===== src/rtl/md_pkg.sv =====
// Shared types and constants for the mult_div issue/commit sequencer.
package md_pkg;

  typedef enum logic [1:0] {
    IDLE  = 2'd0,
    CLEAR = 2'd1,
    RUN   = 2'd2
  } md_state_t;

  localparam logic OP_MULT = 1'b0;
  localparam logic OP_DIV  = 1'b1;

  // Value the mult_div unit drives on HI/LO after a divide by zero.
  localparam logic [31:0] MD_PARK_HI_LO = 32'h7FFF_FFFF;

endpackage


===== src/rtl/md_sequencer.sv =====
// Issue/commit controller: latches operands, runs the mult_div unit, commits
// HI/LO, and serves mthi/mtlo writes while idle.
module md_sequencer
  import md_pkg::*;
#(
  parameter int unsigned MAX_CYCLES = 0,
  parameter int unsigned CNT_W      = 32
) (
  input  logic        clock,
  input  logic        reset,
  input  logic        start,
  input  logic        op,
  input  logic [31:0] rs_val,
  input  logic [31:0] rt_val,
  input  logic        mthi,
  input  logic        mtlo,
  input  logic [31:0] wdata,
  output logic        busy,
  output logic        done,
  output logic        div_zero,
  output logic        timeout,
  output logic [31:0] hi,
  output logic [31:0] lo,
  output logic        md_hd_control,
  output logic        md_reset,
  output logic [31:0] md_a,
  output logic [31:0] md_b,
  input  logic [31:0] md_hi,
  input  logic [31:0] md_lo,
  input  logic        md_divby0,
  input  logic        md_done
);

  localparam logic             WD_EN   = (MAX_CYCLES != 32'd0);
  localparam logic [CNT_W-1:0] WD_LAST = CNT_W'(MAX_CYCLES - 32'd1);
  localparam logic [CNT_W-1:0] CNT_ONE = {{(CNT_W-1){1'b0}}, 1'b1};

  md_state_t        state_r;
  logic [CNT_W-1:0] cnt_r;
  logic             wd_hit_s;

  // The unit runs only in RUN; any other state (and reset) parks it.
  assign md_reset = (state_r != RUN);

  // Watchdog limit reached in the current RUN cycle.
  always_comb begin
    wd_hit_s = 1'b0;
    if (WD_EN) begin
      wd_hit_s = (cnt_r == WD_LAST);
    end else begin
      wd_hit_s = 1'b0;
    end
  end

  // Sequencer state, operand latches, HI/LO and status pulses.
  always_ff @(posedge clock or negedge reset) begin
    if (!reset) begin
      state_r       <= IDLE;
      cnt_r         <= '0;
      hi            <= 32'd0;
      lo            <= 32'd0;
      busy          <= 1'b0;
      done          <= 1'b0;
      div_zero      <= 1'b0;
      timeout       <= 1'b0;
      md_a          <= 32'd0;
      md_b          <= 32'd0;
      md_hd_control <= 1'b0;
    end else begin
      done     <= 1'b0;
      div_zero <= 1'b0;
      timeout  <= 1'b0;
      case (state_r)
        IDLE: begin
          busy <= 1'b0;
          if (mthi) begin
            hi <= wdata;
          end
          if (mtlo) begin
            lo <= wdata;
          end
          if (start) begin
            state_r       <= CLEAR;
            busy          <= 1'b1;
            md_hd_control <= op;
            md_a          <= rs_val;
            md_b          <= rt_val;
          end
        end
        // One cycle in reset with HDControl already valid re-arms the unit.
        CLEAR: begin
          cnt_r   <= '0;
          state_r <= RUN;
        end
        RUN: begin
          if (md_done) begin
            // Divide by zero keeps the architectural HI/LO untouched.
            if ((md_hd_control == OP_DIV) && md_divby0) begin
              div_zero <= 1'b1;
            end else begin
              hi <= md_hi;
              lo <= md_lo;
            end
            state_r <= IDLE;
            busy    <= 1'b0;
            done    <= 1'b1;
          end else if (wd_hit_s) begin
            state_r <= IDLE;
            busy    <= 1'b0;
            done    <= 1'b1;
            timeout <= 1'b1;
          end else begin
            cnt_r <= cnt_r + CNT_ONE;
          end
        end
        default: begin
          state_r <= IDLE;
          busy    <= 1'b0;
        end
      endcase
    end
  end

endmodule


===== config.mk =====
export PLATFORM = sky130hd
export DESIGN_NAME = md_sequencer
export DESIGN_NICKNAME = d
export VERILOG_FILES = /design/src/rtl/md_pkg.sv /design/src/rtl/md_sequencer.sv
export SDC_FILE = /design/constraint.sdc
export NUM_CORES = 1
export LEC_CHECK = 0
export CAP_MARGIN = 20
export CORE_UTILIZATION = 39
export CTS_CLUSTER_SIZE = 20
export DETAILED_ROUTE_END_ITERATION = 12
export PLACE_DENSITY_LB_ADDON = 0.3
export SLEW_MARGIN = 5
export SYNTH_ARGS = -nofsm -noshare
export SYNTH_HDL_FRONTEND = slang
export SYNTH_SLANG_ARGS = --single-unit

===== constraint.sdc =====
create_clock -name clock -period 2.45 [get_ports clock]
set_clock_uncertainty 0.2 [all_clocks]
set_input_delay 0.245 -clock clock [delete_from_list [all_inputs] [get_ports clock]]
set_output_delay 0.245 -clock clock [all_outputs]
set_load 0.02 [all_outputs]

==> flow_metrics.tcl <==
set metrics [dict create \
    grt_pass1_vias 4897 \
    root_buffer "clkbuf_16" \
    synth_top_family_by_area "compound AO/OA/AOI/OAI gates" \
    cts_buffers 17 \
    setup_tns_ns 0 \
    power.density_mw_per_mm2 1380 \
    initial_core_util_pct 40.0 \
    end_kind "output port" \
    clockBufferDepth 2 \
    overflow 0 \
    r2r-start "state_r[1]$_DFFE_PN0P_" \
    synth-xor-area-share_pct 0 \
    fp.dieW_um 122 \
    r2r_cells 4 \
    yosys-top-cells-count "dfrtp_1, o21ai_0, a21oi_1, mux2_2, nor2b_1" \
    path_clk_slew_ns 0.06 \
    synth_area_mm2 0.00557 \
    first_pass_iters 6 \
    nets 937 \
    final_cells 962 \
    fp-row-count 43 \
    cts_setup_buffers 0 \
    dp_hpwl_mm 12.4 \
    fin_hold_ws_ns 0.123 \
    yosysSeqAreaShare_pct 60.2 \
    fp.dieH_um 122 \
    routed_wl_mm 16.8 \
    vias 4861 \
    dr.first_iter.drc_count 211 \
    drc 0 \
    drive_above_1_share_pct 10.7 \
    synth-async-reset-ratio_pct 100 \
    dp_slack_ns 0.236 \
    place_area_mm2 0.00870 \
    antenna_found_initial 0 \
    filler_cell_count 1024 \
    synthTopCellsByArea "dfrtp_1, o21ai_0, mux2_2, mux2_1, a21oi_1" \
    grt_pass1_wl_mm 25.3 \
    tightest_slew_ns 0.597 \
    finalHoldViolations 0 \
    arrival_ns 1.80 \
    synth_warnings 0 \
    ctsResizeCount 0 \
    placed_cells 929 \
    rsz0062_at_grt "false" \
    min_path_type "input port to asynchronous set/reset pin" \
    clock_latency_ns 0.41 \
    grt_max_degree 68 \
    finalMaxSlewViolations 0 \
    setup_ws_ns 0.202 \
    worstSetupPathType "flop to output port" \
    fin_util_pct 67.0 \
    timing.rr.end "hi[28]$_DFFE_PN0P_" \
    synth_compound_area_share_pct 18.0 \
    synthCells 477 \
    ir_worst_vdd_mv 0.748 \
    crit_fanout 10 \
    num_antenna_cells 0 \
    cp_slowest_stage_delay_ns 0.66 \
    avgSynthCellArea_um2 11.7 \
    synth.distinct_cells 24 \
    status "complete, no violations" \
    synth_fa_ha_area_share_pct 0 \
    finalPower_mw 12.8 \
    yosys_register_bits 134 \
    rrSetupSlack_ns 0.52 \
    cts_tree "done" \
    fmax_ghz 0.445 \
    gp_congestion 0.767 \
    cp_cell_sequence "nand2b_1, clkdlybuf4s50_1" \
    io_buffers 300 \
    core-area_mm2 0.0139 \
    yosys_most_used_dff "dfrtp_1" \
    hold_buffers 1 \
    gr-usage-all-layers_pct 22.6 \
    avgRoutedWirePerCell_um 17.5 \
    cts_htree_levels 4 \
    fin_area_mm2 0.00933 \
    area_growth_pct 67.5 \
    synth_most_common_cell "dfrtp_1" \
    period_needed_ns 2.25 \
    die_area_mm2 0.0148 \
    max-cap-violations 0 \
    setup_viol 0 \
    antenna_left 0 \
    viasPerCell 5.05 \
    final.period_utilization_pct 91.8 \
    leakagePower_nw 3.75 \
    slew_headroom_pct 60.2 \
    synth_area_leader_cell "dfrtp_1" \
    syn-num-nets 645 \
    cts.sinks 134 \
    ioPinCount 302 \
    yosysTopAreaCellShare_pct 60.2 \
    slowest_stage "clkdlybuf4s50_1" \
    required_ns 2.01 \
    start_kind "flop" \
    synth_edf_count 0 \
    yosys.area_share.simple_pct 4.74 \
    muxShareOfSynthArea_pct 13.1 \
]
==> worst max path at each step <==
stage	slack (ns)	depth (start not counted)	endpoint	start
floorplan	0.71	5	md_a[0]$_DFFE_PN0P_	state_r[1]$_DFFE_PN0P_
global placement	0.34	5	lo[21]$_DFFE_PN0P_	md_divby0
detailed placement	0.24	5	lo[10]$_DFFE_PN0P_	md_divby0
CTS	0.16	2	md_reset	state_r[1]$_DFFE_PN0P_
global route	0.12	2	md_reset	state_r[1]$_DFFE_PN0P_
finish	0.20	2	md_reset	state_r[1]$_DFFE_PN0P_
==> cell type report <==
cell class | instances | area (um2) | area share [%]
clock buffer | 21 | 470 | 5.04
clock inverter | 11 | 148 | 1.58
inverter | 1 | 3.75 | 0.0402
multi-input combinational | 304 | 2010 | 21.6
sequential | 134 | 3360 | 36.0
tap | 180 | 225 | 2.41
timing repair buffer | 311 | 3110 | 33.4
==> cells in the final DEF, fill, tap and decap left out <==
cell,n
clkdlybuf4s50_1,299
dfrtp_1,132
o21ai_0,115
a21oi_1,64
mux2_2,35
nor2b_1,33
mux2_1,30
clkbuf_16,17
o21ai_1,14
buf_4,8
clkinvlp_4,4
bufinv_16,3
clkbuf_8,3
nand2b_1,2
or2_2,2
clkinv_2,2
buf_12,2
inv_1,1
nand2_1,1
nor3_1,1
nor2_1,1
and2b_1,1
a31oi_4,1
a31oi_2,1
nor3b_4,1
a21o_1,1
conb_1,1
clkbuf_1,1
inv_6,1
clkinv_4,1
dlygate4sd3_1,1
buf_6,1
dfrtp_2,1
dfrtp_4,1
==> cells by family after synthesis <==
family / after synthesis
AO/OA/AOI/OAI: 196
flip-flops: 134
AND/OR/NAND/NOR: 42
buffers and inverters: 39
multiplexers: 65
other: 1
==> worst max-delay path, delay by kind of cell, from the launching register on <==
kind | cells | cell delay (ns)
buffers and inverters | 1 | 0.66
flip-flops | 1 | 0.55
AND/OR/NAND/NOR | 1 | 0.18
==> sequential cells by signal (all words and copies together), names as in the netlist <==
| signal | cells |
|---|---|
| md_a | 32 |
| hi | 32 |
| state_r | 2 |
| busy | 1 |
| div_zero | 1 |
| md_hd_control | 1 |
| lo | 32 |
| done | 1 |
| md_b | 32 |
==> report_power, final <==
part	internal (mW)	total (mW)	switching (mW)
clock	1.68	2.62	0.941
combinational	2.97	6.33	3.36
sequential	3.31	3.89	0.577
total	7.96	12.8	4.88
==> routing by layer <==
layer / vias to the layer above / part of all wire [%] / global-route usage, %
met3: 32 / 7.0 / 6.30
met5: - / 0 / 0
met2: 199 / 52 / 39.5
met4: 0 / 2.8 / 10.1
li1: 2271 / - / -
met1: 2359 / 39 / 25.8
(Power assumes the default switching activity.)
